$ cat src/rtl/zle_pkg.sv
// Shared definitions for the zero-length-encoding controller and its datapath:
// state codes, token widths and the longest zero run a single code can carry.
package zle_pkg;

    localparam int IN_W    = 7;
    localparam int OUT_W   = 8;
    localparam int RUN_MAX = 127;
    localparam int CNT_W   = 16;

    typedef logic [IN_W-1:0]  zle_tok_t;
    typedef logic [OUT_W-1:0] zle_code_t;

    typedef enum logic [3:0] {
        ST_START     = 4'd0,
        ST_START_T   = 4'd1,
        ST_START_E   = 4'd2,
        ST_ZEROS     = 4'd3,
        ST_ZEROS_T   = 4'd4,
        ST_ZEROS_T_T = 4'd5,
        ST_ZEROS_T_E = 4'd6,
        ST_ZEROS_E   = 4'd7,
        ST_PENDING   = 4'd8
    } zle_state_e;

    // States in which the datapath presents a code on the output stream.
    function automatic logic zle_is_emit(zle_state_e s);
        return (s == ST_START_E) || (s == ST_ZEROS_T_T) ||
               (s == ST_ZEROS_E) || (s == ST_PENDING);
    endfunction

endpackage

$ cat src/rtl/zle_xcb_ctl_if.sv
// Stream handshake between the ZLE controller and its input/output FIFOs.
// The slave side is the controller; the master side owns the FIFO status lines.
interface zle_xcb_ctl_if;

    logic i_e;
    logic i_r;
    logic o_f;
    logic o_w;

    modport master (
        output i_e,
        output o_f,
        input  i_r,
        input  o_w
    );

    modport slave (
        input  i_e,
        input  o_f,
        output i_r,
        output o_w
    );

endinterface

$ cat src/rtl/zle_tok_cnt.sv
// Free-running 16-bit token counter; advances by one on each enabled cycle
// and wraps naturally.
module zle_tok_cnt
    import zle_pkg::*;
(
    input  logic             clock,
    input  logic             reset,
    input  logic             i_en,
    output logic [CNT_W-1:0] o_cnt
);

    logic [CNT_W-1:0] r_cnt;

    always_ff @(posedge clock or posedge reset) begin
        if (reset) begin
            r_cnt <= '0;
        end else if (i_en) begin
            r_cnt <= r_cnt + CNT_W'(1);
        end
    end

    assign o_cnt = r_cnt;

endmodule

$ cat src/rtl/zle_xcb_ctl.sv
// Control FSM for a zero-run-length encoder: sequences reads of 7-bit tokens and
// writes of 8-bit codes, steering the datapath through the state output.
module zle_xcb_ctl
    import zle_pkg::*;
(
    input  logic                clock,
    input  logic                reset,
    zle_xcb_ctl_if.slave        bus,
    input  logic                flush,
    input  logic                f_start_i_eq_0,
    input  logic                f_zeros_i_eq_0,
    input  logic                f_zeros_t_cnt_eq_127,
    output logic [3:0]          state,
    output logic                busy,
    output logic [CNT_W-1:0]    n_in,
    output logic [CNT_W-1:0]    n_out
);

    zle_state_e r_state;
    zle_state_e w_next;
    logic       r_flush;
    logic       w_flush_next;
    logic       r_busy;
    logic       w_rd;
    logic       w_wr;

    // Strobes are gated by reset so nothing moves while reset is held.
    assign w_rd = !reset && ((r_state == ST_START) || (r_state == ST_ZEROS)) && !bus.i_e;
    assign w_wr = !reset && zle_is_emit(r_state) && !bus.o_f;

    always_comb begin
        w_next       = ST_START;
        w_flush_next = r_flush;
        case (r_state)
            ST_START: begin
                if (w_rd) begin
                    w_next = f_start_i_eq_0 ? ST_START_T : ST_START_E;
                end else begin
                    w_next = ST_START;
                end
            end
            ST_START_T:   w_next = ST_ZEROS;
            ST_START_E:   w_next = w_wr ? ST_START : ST_START_E;
            ST_ZEROS: begin
                if (w_rd) begin
                    w_next = f_zeros_i_eq_0 ? ST_ZEROS_T : ST_ZEROS_E;
                end else if (bus.i_e && flush) begin
                    w_next       = ST_ZEROS_T_T;
                    w_flush_next = 1'b1;
                end else begin
                    w_next = ST_ZEROS;
                end
            end
            ST_ZEROS_T:   w_next = f_zeros_t_cnt_eq_127 ? ST_ZEROS_T_T : ST_ZEROS_T_E;
            ST_ZEROS_T_T: begin
                if (w_wr) begin
                    w_next       = r_flush ? ST_START : ST_ZEROS_T_E;
                    w_flush_next = 1'b0;
                end else begin
                    w_next = ST_ZEROS_T_T;
                end
            end
            ST_ZEROS_T_E: w_next = ST_ZEROS;
            ST_ZEROS_E:   w_next = w_wr ? ST_PENDING : ST_ZEROS_E;
            ST_PENDING:   w_next = w_wr ? ST_START : ST_PENDING;
            default: begin
                w_next       = ST_START;
                w_flush_next = 1'b0;
            end
        endcase
    end

    // busy is registered from the next state so it always tracks the state register.
    always_ff @(posedge clock or posedge reset) begin
        if (reset) begin
            r_state <= ST_START;
            r_flush <= 1'b0;
            r_busy  <= 1'b0;
        end else begin
            r_state <= w_next;
            r_flush <= w_flush_next;
            r_busy  <= (w_next != ST_START);
        end
    end

    assign state   = r_state;
    assign busy    = r_busy;
    assign bus.i_r = w_rd;
    assign bus.o_w = w_wr;

    zle_tok_cnt u_in_cnt (
        .clock (clock),
        .reset (reset),
        .i_en  (w_rd),
        .o_cnt (n_in)
    );

    zle_tok_cnt u_out_cnt (
        .clock (clock),
        .reset (reset),
        .i_en  (w_wr),
        .o_cnt (n_out)
    );

endmodule
$ cat src/flat_wrapper.sv
// flat-port wrapper written by rule: the top's interface ports become plain ports
module zle_xcb_ctl_flat import zle_pkg::*;
  (clock, reset, flush, f_start_i_eq_0, f_zeros_i_eq_0, f_zeros_t_cnt_eq_127, state, busy, n_in, n_out, bus_i_e, bus_o_f, bus_i_r, bus_o_w);
  zle_xcb_ctl_if bus_i ();
  input  logic clock;
  input  logic reset;
  input  logic flush;
  input  logic f_start_i_eq_0;
  input  logic f_zeros_i_eq_0;
  input  logic f_zeros_t_cnt_eq_127;
  output logic [3:0] state;
  output logic busy;
  output logic [CNT_W-1:0] n_in;
  output logic [CNT_W-1:0] n_out;
  input wire logic [$bits(bus_i.i_e)-1:0] bus_i_e;
  input wire logic [$bits(bus_i.o_f)-1:0] bus_o_f;
  output wire logic [$bits(bus_i.i_r)-1:0] bus_i_r;
  output wire logic [$bits(bus_i.o_w)-1:0] bus_o_w;
  assign bus_i.i_e = bus_i_e;
  assign bus_i.o_f = bus_o_f;
  assign bus_i_r = bus_i.i_r;
  assign bus_o_w = bus_i.o_w;
  zle_xcb_ctl u_core (.clock(clock), .reset(reset), .bus(bus_i), .flush(flush), .f_start_i_eq_0(f_start_i_eq_0), .f_zeros_i_eq_0(f_zeros_i_eq_0), .f_zeros_t_cnt_eq_127(f_zeros_t_cnt_eq_127), .state(state), .busy(busy), .n_in(n_in), .n_out(n_out));
endmodule
$ cat config.mk
export PLATFORM = sky130hd
export DESIGN_NAME = zle_xcb_ctl_flat
export DESIGN_NICKNAME = d
export VERILOG_FILES = /design/src/rtl/zle_pkg.sv /design/src/rtl/zle_xcb_ctl_if.sv /design/src/rtl/zle_tok_cnt.sv /design/src/rtl/zle_xcb_ctl.sv /design/src/flat_wrapper.sv
export SDC_FILE = /design/constraint.sdc
export NUM_CORES = 1
export LEC_CHECK = 0
export CORE_MARGIN = 4
export CORE_UTILIZATION = 46
export CTS_BUF_LIST = sky130_fd_sc_hd__clkbuf_4 sky130_fd_sc_hd__clkbuf_8
export DETAILED_ROUTE_END_ITERATION = 6
export PLACE_DENSITY = 0.78
export SETUP_SLACK_MARGIN = 0.15
export SKIP_CTS_REPAIR_TIMING = 1
export SYNTH_ARGS = -nofsm -noshare
export SYNTH_HDL_FRONTEND = slang
export SYNTH_SLANG_ARGS = --single-unit
$ cat constraint.sdc
create_clock -name clock -period 1.76 [get_ports clock]
set_input_delay 0.176 -clock clock [delete_from_list [all_inputs] [get_ports clock]]
set_output_delay 0.176 -clock clock [all_outputs]
set_load 0.005 [all_outputs]
-- Word-level counts from Yosys, hierarchy flattened
Cells that the tools add are included.
Widths: inputs -> output; s select.
- memories kept: 0
- ROM bits: 0
- bits in latches: 0
- input port bits: 8
- word-level logic and storage cells: 52
- output and inout bits: 39
- memory bits (writable): 0
- bits in registers: 38
- divide/modulo/power cells: 0
- magnitude comparators: 0
- $mul: 0
- shift operators: 0
- equal/unequal tests: 11
- add/sub/neg operators: 2
- bitwise operators: 1
- multiplexer cells: 16
- reduce and logical (&&, ||, !) cells: 17
- operator list (kind ; number):
    $add 16x1->16 const B ; 2
    $pmux 4 s8 ; 1
    $mux 4 ; 5
    $eq 4x3->1 const B ; 4
    $eq 4x2->1 const B ; 2
    $mux 2 ; 4
    $reduce_or 7->1 ; 1
    $mux 3 ; 2
    $logic_and 1x1->1 ; 5
    $eq 4x1->1 const B ; 1
    $eq 4x4->1 const B ; 1
    $logic_not 4->1 ; 1
    $logic_or 1x1->1 ; 4
    $ne 2x2->1 const B ; 2
    $reduce_and 4->1 ; 1
    $reduce_bool 4->1 ; 1
    $logic_not 1->1 ; 3
    $mux 1 ; 3
    $pmux 1 s3 ; 1
    $ne 2x1->1 const B ; 1
    $reduce_or 2->1 ; 1
    $not 1->1 ; 1

-- Logic depth before layout (Yosys ltp)
- word-level depth: 9
- depth in mapped cells: 7
- gate-level depth less buffers: 5

-- Hierarchy
Synthesis repeated with hierarchy kept, for this count alone.
- cell total of the unflattened synthesis: 176
- area, all modules: 1946.9 um^2
- by module, submodules not included (module ; cells an instance ; seq. area each (um^2) ; area each (um^2) ; instances):
    zle_tok_cnt ; 57 ; 400.4 ; 710.7 ; 2
    zle_xcb_ctl ; 62 ; 150.1 ; 525.5 ; 1

-- Worst setup path before layout
Ideal clock, no wire load.
- path type: register to register
- start: reg u_core.r_state[3] (netlist: u_core.state[3])
- end: reg u_core.u_out_cnt.r_cnt[3] (netlist: u_core.u_out_cnt.o_cnt[3])
- library setup time: 0.125 ns
- path buffers: 2
- required time: 1.635 ns
- clock period less this slack: 1.667 ns
- stages on the path, launching flop included: 8
- arrival: 1.542 ns
- setup slack: 0.093 ns
- cell sequence: dfrtp_1 buf_6 nor4b_1 a22oi_2 inv_1 buf_4 nand4_1 xnor2_1
- word-level cells in the longest chain between the ends: 6
- elaborated cells between the ends (all ways): 9
- classes of those cells: eq/ne (4); reduce/logical (5)
- RTL lines (item ; RTL line ; text):
    start, declared ; zle_xcb_ctl.sv:19 ; zle_state_e r_state;
    start signal, assigned ; zle_xcb_ctl.sv:80 ; r_state <= w_next;
    $eq 4x2->1 / $eq 4x3->1 (equally long branches) ; zle_pkg.sv:27 ; return (s == ST_START_E) || (s == ST_ZEROS_T_T) ||
    $logic_or 1x1->1 (2 in series) ; zle_pkg.sv:27 ;
    $logic_or 1x1->1 (*) ; zle_pkg.sv:28 ; (s == ST_ZEROS_E) || (s == ST_PENDING);
    $logic_and 1x1->1 (*) (2 in series) ; zle_xcb_ctl.sv:29 ; assign w_wr = !reset && zle_is_emit(r_state) && !bus.o_f;
    named net bus_o_w ; flat_wrapper.sv:18 ; output wire logic [$bits(bus_i.o_w)-1:0] bus_o_w;
    end signal, assigned ; zle_tok_cnt.sv:18 ; r_cnt <= r_cnt + CNT_W'(1);
    end, declared ; zle_tok_cnt.sv:12 ; logic [CNT_W-1:0] r_cnt;
The timed path passes the listed nets; every way through them passes the cells marked *.
A chain may end at the register's enable or synchronous reset.

-- Worst setup path after layout
- start: reg u_core.r_state[3] (netlist: u_core.state[3])
- end: reg u_core.r_busy (netlist: u_core.busy)
- word-level cells in the longest chain between the ends: 9
- elaborated cells between the ends (all ways): 26
- classes of those cells: eq/ne (8); mux (7); reduce/logical (11)
- RTL lines (item ; RTL line ; text):
    $eq 4x2->1 / $eq 4x3->1 (equally long branches) ; zle_pkg.sv:27, zle_xcb_ctl.sv:34 ;
    $logic_or 1x1->1 (2 in series) ; zle_pkg.sv:27 ;
    $logic_or 1x1->1 ; zle_pkg.sv:28 ;
    $logic_and 1x1->1 (2 in series) ; zle_xcb_ctl.sv:29 ;
    $mux 4, on equally long branches ; zle_xcb_ctl.sv:64, zle_xcb_ctl.sv:56 ;
    $pmux 4 s8 (*) ; zle_xcb_ctl.sv:34 ; case (r_state)
    named net u_core.w_next[0] ; zle_xcb_ctl.sv:20 ; zle_state_e w_next;
    $reduce_bool 4->1 (*) ; zle_xcb_ctl.sv:82 ; r_busy <= (w_next != ST_START);
    end signal, assigned ; zle_xcb_ctl.sv:82 ;
    end, declared ; zle_xcb_ctl.sv:23 ; logic r_busy;
Marks and branches as above.

==> impl_metrics.prom <==
# TYPE chip_impl_metric gauge
chip_impl_metric{name="synth-edff-count",unit=""} 0
chip_impl_metric{name="avg_synthesized_cell_area",unit="um2"} 10.4
chip_impl_metric{name="p_int",unit="mW"} 2.34
chip_impl_metric{name="critical_path_peak_fanout",unit=""} 4
chip_impl_metric{name="antenna_violating_nets_post_route",unit=""} 0
chip_impl_metric{name="std_cell_rows",unit=""} 23
chip_impl_metric{name="final_max_slew_violation_count",unit=""} 0
chip_impl_info{name="tritoncts",value="yes"} 1
chip_impl_metric{name="post_route_drc_violation_count",unit=""} 0
chip_impl_metric{name="detailed_place_hpwl",unit="um"} 3220
chip_impl_metric{name="grt-ovfl-total",unit=""} 0
chip_impl_info{name="hold_class",value="in2async"} 1
chip_impl_metric{name="power.switching_fraction",unit="%"} 35.3
chip_impl_metric{name="inserted_clock_buffers",unit=""} 5
chip_impl_metric{name="share_of_layout_cells_above_drive_strength_1",unit="%"} 35.8
chip_impl_metric{name="ys_seq_area_share",unit="%"} 49.7
chip_impl_metric{name="routed_wire_length_per_instance",unit="um"} 16.3
chip_impl_metric{name="die-width",unit="um"} 72.5
chip_impl_metric{name="worst-endpoint-arrival",unit="ns"} 1.91
chip_impl_metric{name="leakage",unit="nW"} 1.50
chip_impl_metric{name="total_power",unit="mW"} 3.62
chip_impl_metric{name="number_of_global_route_vias_before_repair",unit=""} 1529
chip_impl_metric{name="maxCapViolCount",unit=""} 0
chip_impl_metric{name="power_per_cell_area",unit="mW/mm2"} 1160
chip_impl_metric{name="gp_routability_congestion",unit=""} 0.895
chip_impl_metric{name="ys_types",unit=""} 39
chip_impl_metric{name="gr-usage-all-layers",unit="%"} 18.0
chip_impl_info{name="timing.critical_path.to_type",value="flop"} 1
chip_impl_metric{name="drt_wl_total",unit="um"} 5230
chip_impl_metric{name="synthesis.nets",unit=""} 194
chip_impl_metric{name="critical_path_rt",unit="ns"} 1.92
chip_impl_metric{name="worstMarginPinSlew",unit="ns"} 0.564
chip_impl_metric{name="report.final.hold_viol_count",unit=""} 0
chip_impl_metric{name="clkTransAtPathRegs",unit="ns"} 0.08
chip_impl_metric{name="synth-seq-cells",unit=""} 38
chip_impl_info{name="worstSetupPathType",value="reg2reg"} 1
chip_impl_metric{name="clock_tree.htree_level_count",unit=""} 2
chip_impl_metric{name="die_area",unit="mm2"} 0.00525
chip_impl_metric{name="dieHeight",unit="um"} 72.5
chip_impl_metric{name="max_freq",unit="GHz"} 0.574
chip_impl_metric{name="drt-initial-drc-count",unit=""} 80
chip_impl_info{name="grt_setup_unrepaired",value="true"} 1
chip_impl_metric{name="global_route_wire_length_before_repair",unit="um"} 7290
chip_impl_metric{name="floorplan.initialDensity",unit="%"} 47.8
chip_impl_metric{name="holdWs",unit="ns"} 0.0958
chip_impl_metric{name="ys_async_sr_fraction",unit="%"} 100
chip_impl_metric{name="final_non_filler_cells",unit=""} 321
chip_impl_metric{name="timing.final.setup_violations",unit=""} 0
chip_impl_metric{name="clock_power_share",unit="%"} 17.8
chip_impl_metric{name="drt_pre_antenna_iters",unit=""} 4
chip_impl_info{name="postSynth.topFlopCell",value="sky130_fd_sc_hd__dfrtp_1"} 1
chip_impl_metric{name="synthesis.instances",unit=""} 184
chip_impl_metric{name="placedCellCount",unit=""} 298
chip_impl_metric{name="synthesis.area",unit="mm2"} 0.00191
chip_impl_metric{name="p_switching",unit="mW"} 1.27
chip_impl_info{name="cts_root_buffer",value="sky130_fd_sc_hd__clkbuf_8"} 1
chip_impl_metric{name="largest_net_degree_at_the_start_of_global_routing",unit=""} 23
chip_impl_metric{name="max-clock-path-buffers",unit=""} 2
chip_impl_metric{name="grt_antenna_before_repair",unit=""} 0
chip_impl_metric{name="buffer_ports.inserted",unit=""} 46
chip_impl_metric{name="timing.final.crit_share",unit="%"} 99.0
chip_impl_metric{name="design.portCount",unit=""} 47
chip_impl_metric{name="clock_latency",unit="ns"} 0.29
chip_impl_metric{name="antennaDiodeCount",unit=""} 0
chip_impl_metric{name="timing.setup.tns",unit="ns"} 0
chip_impl_info{name="status",value="completed"} 1
chip_impl_metric{name="area.growth.synth_to_final",unit="%"} 63.2
chip_impl_metric{name="cts_sink_count",unit=""} 38
chip_impl_info{name="timing.critical_path.from_type",value="flop"} 1
chip_impl_metric{name="floorplan.core_area",unit="mm2"} 0.00400
chip_impl_metric{name="worst_slew_margin_rel",unit="%"} 62.3
chip_impl_metric{name="vdd.ir_drop.worst",unit="mV"} 0.899
chip_impl_metric{name="layout.nets",unit=""} 280
chip_impl_metric{name="num_vias",unit=""} 1745
chip_impl_metric{name="p_seq_share",unit="%"} 34.3
chip_impl_metric{name="layout_min_cycle_time",unit="ns"} 1.74
chip_impl_metric{name="synth.yosys.warnings",unit=""} 0
chip_impl_metric{name="fin_skew",unit="ns"} 0.00723
chip_impl_metric{name="power.share.combinational",unit="%"} 47.9
chip_impl_metric{name="viasPerCell",unit=""} 5.44
[cell families after synthesis]
kind of cell | after synthesis | synth area share [%]
multiplexers | 1 | 0.589
AO/OA/AOI/OAI | 18 | 6.41
buffers and inverters | 16 | 4.32
flip-flops | 38 | 49.7
adder cells (fa/ha/maj) | 3 | 1.83
XOR/XNOR | 32 | 14.6
AND/OR/NAND/NOR | 76 | 22.5
[area by class of cell]
class | instances | area, um2
clock buffer | 6 | 82.6
clock inverter | 2 | 12.5
fill | 242 | 878
inverter | 10 | 37.5
multi-input combinational | 130 | 1140
sequential | 38 | 957
tap | 50 | 62.6
timing repair buffer | 85 | 826
[path summary, 6_finish.rpt]
check	start	to	slack, ns	depth (start not counted)
max in group asynchronous	reset	u_core.state[1]	1.38	4
hold reg to reg	u_core.u_out_cnt.o_cnt[15]	u_core.u_out_cnt.o_cnt[15]	0.47	1
min in group clock	u_core.u_out_cnt.o_cnt[15]	u_core.u_out_cnt.o_cnt[15]	0.47	1
hold / removal	reset	u_core.u_in_cnt.o_cnt[2]	0.1	4
setup / recovery	u_core.state[3]	u_core.busy	0.02	6
setup reg to reg	u_core.state[3]	u_core.busy	0.02	6
[critical path, cell delays in order (launching register included)]
cell                      delay, ns
sky130_fd_sc_hd__dfrtp_2       0.42
sky130_fd_sc_hd__buf_6         0.13
sky130_fd_sc_hd__nor4_4        0.05
sky130_fd_sc_hd__buf_4         0.14
sky130_fd_sc_hd__and3_4        0.17
sky130_fd_sc_hd__a211o_1       0.25
sky130_fd_sc_hd__or4_1         0.46
[power by group through the flow]
| stage | logic [mW] | clock network, mW | registers (mW) |
|---|---|---|---|
| CTS | 1.28 | 0.648 | 1.28 |
| global route | 1.84 | 0.689 | 1.26 |
| detailed placement | 1.27 | 0 | 1.29 |
| finish | 1.73 | 0.643 | 1.24 |
| floorplan | 0.660 | 0 | 1.21 |
| global placement | 1.26 | 0 | 1.29 |
[metrics by stage]
stage / instance area (um2) / util (%) / setup WS, ns
after detailed placement: 2590 / 64.8 / -0.202
after floorplan: 1940 / - / 0.149
final: 3120 / 78.0 / 0.0184
after global placement: 2590 / 64.8 / -0.180
after CTS: 2690 / 67.2 / -0.284
after global routing: 3120 / 78.0 / -0.0301
[sequential cells by signal, summed over array words and instances, names as in the netlist]
name                    flops
u_core.busy                 1
u_core.r_flush              1
u_core.state                4
u_core.u_in_cnt.o_cnt      16
u_core.u_out_cnt.o_cnt     16
[layer usage]
layer,routed length (um),up-vias,track usage (%)
li1,-,827,-
met1,2230,868,23.6
met2,2720,42,28.7
met3,227,8,4.71
met4,53,0,6.76
met5,0,-,0
[cell usage in the layout, fill, tap and decap left out, types with 4 or more instances in the layout]
cell type,count
sky130_fd_sc_hd__xnor2_2,4
sky130_fd_sc_hd__buf_6,12
sky130_fd_sc_hd__dfrtp_1,33
sky130_fd_sc_hd__inv_1,8
sky130_fd_sc_hd__nor2_1,5
sky130_fd_sc_hd__clkbuf_8,6
sky130_fd_sc_hd__a21oi_1,4
sky130_fd_sc_hd__nand2_1,11
sky130_fd_sc_hd__nand4_1,11
sky130_fd_sc_hd__dfrtp_2,5
sky130_fd_sc_hd__buf_4,25
sky130_fd_sc_hd__xnor2_1,12
sky130_fd_sc_hd__dlymetal6s2s_1,6
sky130_fd_sc_hd__xor2_1,15
sky130_fd_sc_hd__nor3_4,4
sky130_fd_sc_hd__nor3_2,5
sky130_fd_sc_hd__clkdlybuf4s50_1,38
sky130_fd_sc_hd__and4_1,4
sky130_fd_sc_hd__nand3_1,8
[Yosys cell counts (all sizes together), types with 2 or more instances]
| master | count | area share, % |
|---|---|---|
| and4 | 4 | 1.8 |
| nand4 | 11 | 3.6 |
| xor2 | 16 | 7.3 |
| nor3 | 10 | 2.6 |
| nor2 | 11 | 2.2 |
| and3 | 2 | 0.65 |
| buf | 6 | 2.4 |
| nand2 | 14 | 2.7 |
| inv | 10 | 2.0 |
| dfrtp | 38 | 50 |
| nor3b | 3 | 1.8 |
| ha | 2 | 1.3 |
| xnor2 | 16 | 7.3 |
| nor4 | 3 | 1.8 |
| o21ai | 4 | 1.0 |
| nand3 | 12 | 3.1 |
| a21oi | 4 | 1.0 |
Note: power is estimated with default switching activity, not from simulation.
